`src/rtl/trap_ctrl.sv`:
```
// Machine-mode trap sequencer: accepts exception/MRET/interrupt requests in IDLE,
// then walks FLUSH -> SAVE -> REDIRECT to update trap CSRs and steer the front end.
module trap_ctrl #(
  parameter int unsigned XLEN     = 32,
  parameter int unsigned CAUSE_W  = 4,
  parameter int unsigned IRQ_CODE = 11
) (
  input  logic               clk,
  input  logic               rst,
  input  logic               exc_valid,
  input  logic [CAUSE_W-1:0] exc_cause,
  input  logic [XLEN-1:0]    exc_pc,
  input  logic [XLEN-1:0]    exc_tval,
  input  logic               mret_valid,
  input  logic               irq_ext,
  input  logic               mstatus_mie,
  input  logic               mie_meie,
  input  logic [XLEN-1:0]    mem_pc,
  input  logic               mem_pc_valid,
  input  logic [XLEN-1:0]    mtvec,
  input  logic [XLEN-1:0]    mepc_in,
  output logic               busy,
  output logic               flush,
  output logic               stall,
  output logic               csr_we,
  output logic [XLEN-1:0]    mepc_out,
  output logic [XLEN-1:0]    mcause_out,
  output logic [XLEN-1:0]    mtval_out,
  output logic               trap_enter,
  output logic               trap_exit,
  output logic               redirect_valid,
  output logic [XLEN-1:0]    redirect_pc
);

  localparam logic [XLEN-1:0] ALIGN_MASK = ~XLEN'(3);
  localparam logic [XLEN-1:0] IRQ_CAUSE  = {1'b1, (XLEN-1)'(IRQ_CODE)};
  localparam logic [XLEN-1:0] IRQ_OFFSET = XLEN'(4 * IRQ_CODE);

  typedef enum logic [1:0] {IDLE, FLUSH, SAVE, REDIRECT} state_t;
  typedef enum logic [1:0] {K_NONE, K_EXC, K_MRET, K_IRQ} kind_t;

  state_t          state;
  kind_t           kind;
  logic [XLEN-1:0] epc;
  logic [XLEN-1:0] cause;
  logic [XLEN-1:0] tval;
  logic            irq_take;

  assign irq_take = irq_ext & mstatus_mie & mie_meie & mem_pc_valid;

  // State register and trap-context latches; requests are only looked at in IDLE.
  always_ff @(posedge clk) begin
    if (rst) begin
      state <= IDLE;
      kind  <= K_NONE;
      epc   <= '0;
      cause <= '0;
      tval  <= '0;
    end else begin
      case (state)
        IDLE: begin
          if (exc_valid) begin
            kind  <= K_EXC;
            epc   <= exc_pc;
            cause <= XLEN'(exc_cause);
            tval  <= exc_tval;
            state <= FLUSH;
          end else if (mret_valid) begin
            kind  <= K_MRET;
            state <= FLUSH;
          end else if (irq_take) begin
            kind  <= K_IRQ;
            epc   <= mem_pc;
            cause <= IRQ_CAUSE;
            tval  <= '0;
            state <= FLUSH;
          end
        end
        FLUSH:    state <= (kind == K_MRET) ? REDIRECT : SAVE;
        SAVE:     state <= REDIRECT;
        REDIRECT: state <= IDLE;
        default:  state <= IDLE;
      endcase
    end
  end

  // Outputs decode the state register only; CSR inputs are read live in REDIRECT.
  always_comb begin
    busy           = 1'b0;
    flush          = 1'b0;
    stall          = 1'b0;
    csr_we         = 1'b0;
    mepc_out       = '0;
    mcause_out     = '0;
    mtval_out      = '0;
    trap_enter     = 1'b0;
    trap_exit      = 1'b0;
    redirect_valid = 1'b0;
    redirect_pc    = '0;
    case (state)
      FLUSH: begin
        busy  = 1'b1;
        flush = 1'b1;
        stall = 1'b1;
      end
      SAVE: begin
        busy       = 1'b1;
        stall      = 1'b1;
        csr_we     = 1'b1;
        trap_enter = 1'b1;
        mepc_out   = epc & ALIGN_MASK;
        mcause_out = cause;
        mtval_out  = tval;
      end
      REDIRECT: begin
        busy           = 1'b1;
        flush          = 1'b1;
        redirect_valid = 1'b1;
        if (kind == K_MRET) begin
          trap_exit   = 1'b1;
          redirect_pc = mepc_in & ALIGN_MASK;
        end else if (kind == K_IRQ && mtvec[1:0] == 2'b01) begin
          redirect_pc = (mtvec & ALIGN_MASK) + IRQ_OFFSET;
        end else begin
          redirect_pc = mtvec & ALIGN_MASK;
        end
      end
      default: ;
    endcase
  end

endmodule
```
`config.mk`:
```
export PLATFORM = sky130hd
export DESIGN_NAME = trap_ctrl
export DESIGN_NICKNAME = d
export VERILOG_FILES = /design/src/rtl/trap_ctrl.sv
export SDC_FILE = /design/constraint.sdc
export NUM_CORES = 1
export LEC_CHECK = 0
export CORE_AREA = 2 2 118 120
export CTS_BUF_LIST = sky130_fd_sc_hd__clkbuf_8
export CTS_CLUSTER_SIZE = 10
export DETAILED_ROUTE_END_ITERATION = 10
export DIE_AREA = 0 0 120 122
export PLACE_DENSITY = 0.79
export SLEW_MARGIN = 20
export SYNTH_ARGS = -nofsm -noshare
export SYNTH_HDL_FRONTEND = slang
export SYNTH_SLANG_ARGS = --single-unit
```
`constraint.sdc`:
```
create_clock -name clk -period 3.9 [get_ports clk]
set_clock_uncertainty 0.1 [all_clocks]
set_input_delay 0.78 -clock clk [delete_from_list [all_inputs] [get_ports clk]]
set_output_delay 0.78 -clock clk [all_outputs]
set_load 0.005 [all_outputs]
```
==> results of run 1 <==
[report_power, final]
group / leakage, nW / switching, mW / internal [mW]
logic: 2.51 / 0.757 / 0.716
clock network: 0.0985 / 0.297 / 0.298
registers: 0.585 / 0.0873 / 0.915
total: 3.19 / 1.14 / 1.93
[sequential cells by signal, summed over array words and instances (netlist names)]
name and flops:
cause 5, epc 30, kind 2, state 2
tval 32
[cells by family after synthesis]
kind of cell    share of synthesized area, %
compound gates                         17.42
xor+xnor                               5.146
fa+ha+maj                              1.361
buf+inv                                10.32
flops                                  30.93
mux                                    6.534
other cells                          0.08160
simple gates                           28.21
[critical path, stage by stage]
cell and delay, ps:
clkdlybuf4s50_1 510, nand3_1 110, or3_4 420, nor4_2 270
buf_4 150, xnor2_1 50, a21oi_1 130, clkdlybuf4s50_1 510
[cell usage in the layout (no fill, tap or decap), drive strengths merged, types with 16 or more instances in the layout]
cell type      count
xnor2             16
conb              31
dfxtp             71
o21ai             23
a21oi             57
buf               47
nor2              52
clkdlybuf4s50    250
and2              68
nand3             44
a211oi            43
nand2             49
mux2i             30
[path summary, 6_finish.rpt]
check | endpoint | slack (ps) | cells past startpoint
worst min-delay path | cause[31]$_SDFFE_PP0P_ | 360 | 2
worst max-delay path | redirect_pc[30] | 80 | 8
worst min register to register | cause[31]$_SDFFE_PP0P_ | 360 | 2
worst max register to register | epc[5]$_SDFFE_PP0P_ | 1630 | 8
[metrics by stage]
step,hold slack [ps],power [mW],util (%),instance area [um^2],instances
after floorplan,329.2,1.804,-,4708,634
after global placement,344.4,2.483,55.69,7521,1045
after detailed placement,343.3,2.510,55.69,7521,1045
after CTS,358.5,3.111,57.81,7806,1064
after global routing,386.5,3.315,58.41,7888,1064
final,358.1,3.071,58.41,7888,1064
[timing repair]
| action | 4_1_cts | 5_1_grt |
|---|---|---|
| gates cloned | 0 | 0 |
| resized for setup | 24 | 19 |
| hold buffers | 0 | 0 |
| setup buffers | 3 | 0 |
| pin swaps | 2 | 4 |
| endpoints found under the setup margin | 16 | 13 |
[per-layer routing]
metal	vias up	wire (um)
li1	2576	-
met1	2294	6111
met2	190	7728
met3	14	1168
met4	0	213
met5	-	0
[area by class of cell]
class / count / area share [%]
Sequential cell: 71 / 18.02
Timing Repair Buffer: 314 / 38.86
Clock inverter: 7 / 0.9359
Multi-Input combinational cell: 474 / 37.33
Inverter: 9 / 0.4283
Tap cell: 180 / 2.855
Clock buffer: 9 / 1.570
==> results.yml, run 1 <==
finish:
  final_nets: 1056
  fillers: 1231
  area_growth_syn_to_layout_pct: 71.63
  diodes: 0
  drive_above_1_share_pct: 10.07
  seq_area_um2: 1421
  multi_input_area_um2: 2944
worst_setup_path:
  critPathRequiredTime_ps: 3020
  r2r-start: "state[1]$_SDFFE_PP0P_"
  crit_path_end_kind: "primary output"
  crit_fanout: 3
  critPathKind: "in2out"
  start_kind: "input port"
  cp.arrival_ps: 2940
  startpoint: "mtvec[17]"
place:
  dpl_worst_slack_ps: -197.8
  dpl.hpwl_mm: 11.45
  gp_congestion: 0.8411
  port_buffers: 269
synth:
  synth.avg_cell_area_um2: 7.609
  synth_cells: 604
  syn_area_um2: 4596
  synth_top_area_share_pct: 30.93
  yosysSeqAreaShare_pct: 30.93
  ys_types: 42
  synth-edff-count: 0
  synth_most_common_cell: "dfxtp_1"
  synth_top_cell_by_area: "dfxtp_1"
  synthTopCellsByArea: "dfxtp_1, and2_1, a211oi_1"
  async_flop_share_pct: 0
  synth-seq-cells: 71
  synth_common_cells: "dfxtp_1, and2_1, a21oi_1"
  synth-main-ff-cell: "dfxtp_1"
  yosys_warnings: 0
timing:
  period_minus_slack_ps: 3822
  setup_ws_ps: 77.96
  rsz0062_at_grt: "yes"
  fmax_ghz: 0.2616
  finalSetupViolCount: 0
  hold_viol_final: 0
  tns_ps: 0
  worstMarginPinSlew_ps: 814.9
  period_share_pct: 98.00
  slew_headroom_pct: 45.67
  maxSlewViolCount: 0
die:
  ios: 307
  start_util_pct: 34.03
  chipHeight_um: 122
  core-area_um2: 13500
  die_w_um: 120
  rows: 43
  dieArea_um2: 14640
detailed_routing:
  finalWirelength_mm: 15.22
  ant_nets: 0
  drtIter0Drc: 261
  routed_via_density: 4.769
  wl_per_cell_um: 14.31
  vias: 5074
  dr.pass1.iters: 4
  drc_errors: 0
grt:
  grtUsageMet3_pct: 5.758
  grtUsageMet1_pct: 22.56
  grt_pass1_wl_mm: 23.29
  grt_max_degree: 55
  grt_pass1_vias: 4694
  use_met2_pct: 36.08
  antenna_found_initial: 0
  gr-total-overflow: 0
  grt_usage_pct: 19.89
  gr-max-usage-layer: "met2"
clock_tree:
  cts_root_buf: "clkbuf_8"
  tritoncts: "built"
  h-tree-depth: 3
  clkTransAtPathRegs_ps: 80
  numCtsBuffers: 9
  cts_sinks: 71
  cts_buffer_depth: 2
  clk_latency_ps: 340
min_path:
  hold_start: "cause[31]$_SDFFE_PP0P_"
  holdCritPathClass: "reg2reg"
pwr:
  p_per_area_nw_per_um2: 389.3
  vdd_drop_max_v: 0.0001998
  power.leakage_nw: 3.192
status:
  status: "completed"
job:
  drv_cap: 0
Power figures use the tool's default switching activity.
==> inputs of run 2 (changes only) <==
Settings changed: CORE_AREA 2 2 118 120 to 2 2 121 123, DIE_AREA 0 0 120 122 to 0 0 123 125, PLACE_DENSITY 0.79 to 0.76.
==> run 2 against run 1 <==
Compared with the run above:
- total power down 0.81%
- sequential power about the same
- clock power about the same
- first-iteration DRC count down 21%
- via count down 0.57%
- sequential share of layout area up 0.18 points
- register-to-register slack worse by 70 ps
- clock-buffer cell count up 1
- critical path type unchanged
- critical endpoint unchanged
- largest power group unchanged
==> results.yml, run 2 (synthesis gave the netlist of run 1 again) <==
status:
  status: "completed"
finish:
  final_nets: 1051
  final_util_pct: 54.97
  area_growth_syn_to_layout_pct: 69.89
  diodes: 0
  drive_above_1_share_pct: 8.884
  largest_reg_flops: 32
  regMostFlops: "tval"
  final_cell_mix: "clkdlybuf4s50_1, dfxtp_1, and2_1"
  top_regs: "tval x32, epc x30, cause x5"
  final_common_cell: "clkdlybuf4s50_1"
place:
  port_buffers: 269
  dpl.hpwl_mm: 11.48
  gp_congestion: 0.8026
clock_tree:
  h-tree-depth: 3
  cts_buffer_depth: 2
  cts_sinks: 71
  tritoncts: "built"
  clkTransAtPathRegs_ps: 70
  cts_root_buf: "clkbuf_8"
  numCtsBuffers: 9
  clk_latency_ps: 340
min_path:
  holdCritPathClass: "reg2reg"
job:
  drv_cap: 0
grt:
  antenna_found_initial: 0
  gr-total-overflow: 0
  grt_pass1_vias: 4634
  grt_max_degree: 62
  grt_usage_pct: 19.13
  grt_pass1_wl_mm: 23.47
die:
  start_util_pct: 32.36
  rows: 44
  die_w_um: 123
  chipHeight_um: 125
  core-area_um2: 14200
  dieArea_um2: 15380
  ios: 307
timing:
  period_share_pct: 99.32
  fmax_ghz: 0.2582
  worstMarginPinSlew_ps: 757.0
  rsz0062_at_grt: "yes"
  period_minus_slack_ps: 3873
  finalSetupViolCount: 0
  slew_headroom_pct: 49.53
  maxSlewViolCount: 0
  hold_viol_final: 0
pwr:
  power.total_mw: 3.046
  vdd_drop_max_v: 0.0002080
  p_per_area_nw_per_um2: 390.1
  power.leakage_nw: 3.193
worst_setup_path:
  crit_fanout: 2
  start_kind: "input port"
  crit_path_end_kind: "primary output"
  critPathMaxStageDelay_ps: 520
  cp.arrival_ps: 2990
  crit_slowest_cell: "clkdlybuf4s50_1"
  critPathMostFrequentCell: "clkdlybuf4s50_1"
  critPathRequiredTime_ps: 3020
  crit_path_cell_trace: "clkdlybuf4s50_1, inv_1, ha_1, nor2b_2, buf_4, o2111ai_1, nor4_4, xnor2_1, a21oi_1, clkdlybuf4s50_1"
  critPathKind: "in2out"
detailed_routing:
  vias: 5045
  wl_per_cell_um: 14.41
  drc_errors: 0
  routed_via_density: 4.750
  finalWirelength_mm: 15.31
  dr.pass1.iters: 6
  drtIter0Drc: 205
  ant_nets: 0
[run 2: path summary, 6_finish.rpt]
kind | from | endpoint | slack, ps | cells after the start
setup / recovery | mtvec[2] | redirect_pc[30] | 30 | 10
hold / removal | cause[31]$_SDFFE_PP0P_ | cause[31]$_SDFFE_PP0P_ | 360 | 2
setup reg to reg | state[1]$_SDFFE_PP0P_ | epc[3]$_SDFFE_PP0P_ | 1560 | 8
hold reg to reg | cause[31]$_SDFFE_PP0P_ | cause[31]$_SDFFE_PP0P_ | 360 | 2
[run 2: power by group]
| group | leakage [nW] | internal [mW] | switching (mW) |
|---|---|---|---|
| clock | 0.103 | 0.311 | 0.286 |
| sequential | 0.585 | 0.916 | 0.0874 |
| combinational | 2.51 | 0.705 | 0.741 |
[run 2: routing by layer]
metal / routed length (um) / up-vias / global-route usage (%)
li1: - / 2573 / -
met1: 6072 / 2253 / 21.89
met2: 7472 / 193 / 32.69
met3: 1427 / 26 / 7.026
met4: 334 / 0 / 6.283
met5: 0 / - / 0
[run 2: worst max-delay path, delay by kind of cell]
family / cells / cell delay, ps
buffers and inverters: 4 / 1180
and+or+nand+nor: 2 / 360
AOI/OAI and AO/OA: 2 / 330
adders and majority gates: 1 / 210
xor gates and xnor gates: 1 / 120
[run 2: repair_timing]
item,in CTS,in global routing
gates resized for setup,9,23
hold buffers,0,0
setup endpoints to repair,15,16
gates cloned,0,0
endpoints found under the hold margin,0,0
pin swaps,2,1
setup buffers,0,1
[run 2: stage by stage]
stage	cell area (um^2)	TNS (ps)	worst slack (ps)	instances	hold WS, ps
6_report	7807	0	26.68	1062	355.5
5_1_grt	7807	-144.5	-85.32	1062	384.1
4_1_cts	7700	0	0.6599	1061	361.5
3_5_place_dp	7491	-812.8	-133.3	1046	348.8
3_3_place_gp	7491	-700.3	-132.6	1046	342.8
2_1_floorplan	4708	0	908.0	634	329.2
[run 2: area by class of cell]
| type | count | area [um^2] |
|---|---|---|
| repair buffers | 309 | 3023 |
| clock inverters | 5 | 57.56 |
| flip-flops and latches | 71 | 1421 |
| multi-input cells | 474 | 2904 |
| fillers | 1362 | 6396 |
| well taps | 184 | 230.2 |
| clock buffers | 10 | 137.6 |
| inverters | 9 | 33.78 |
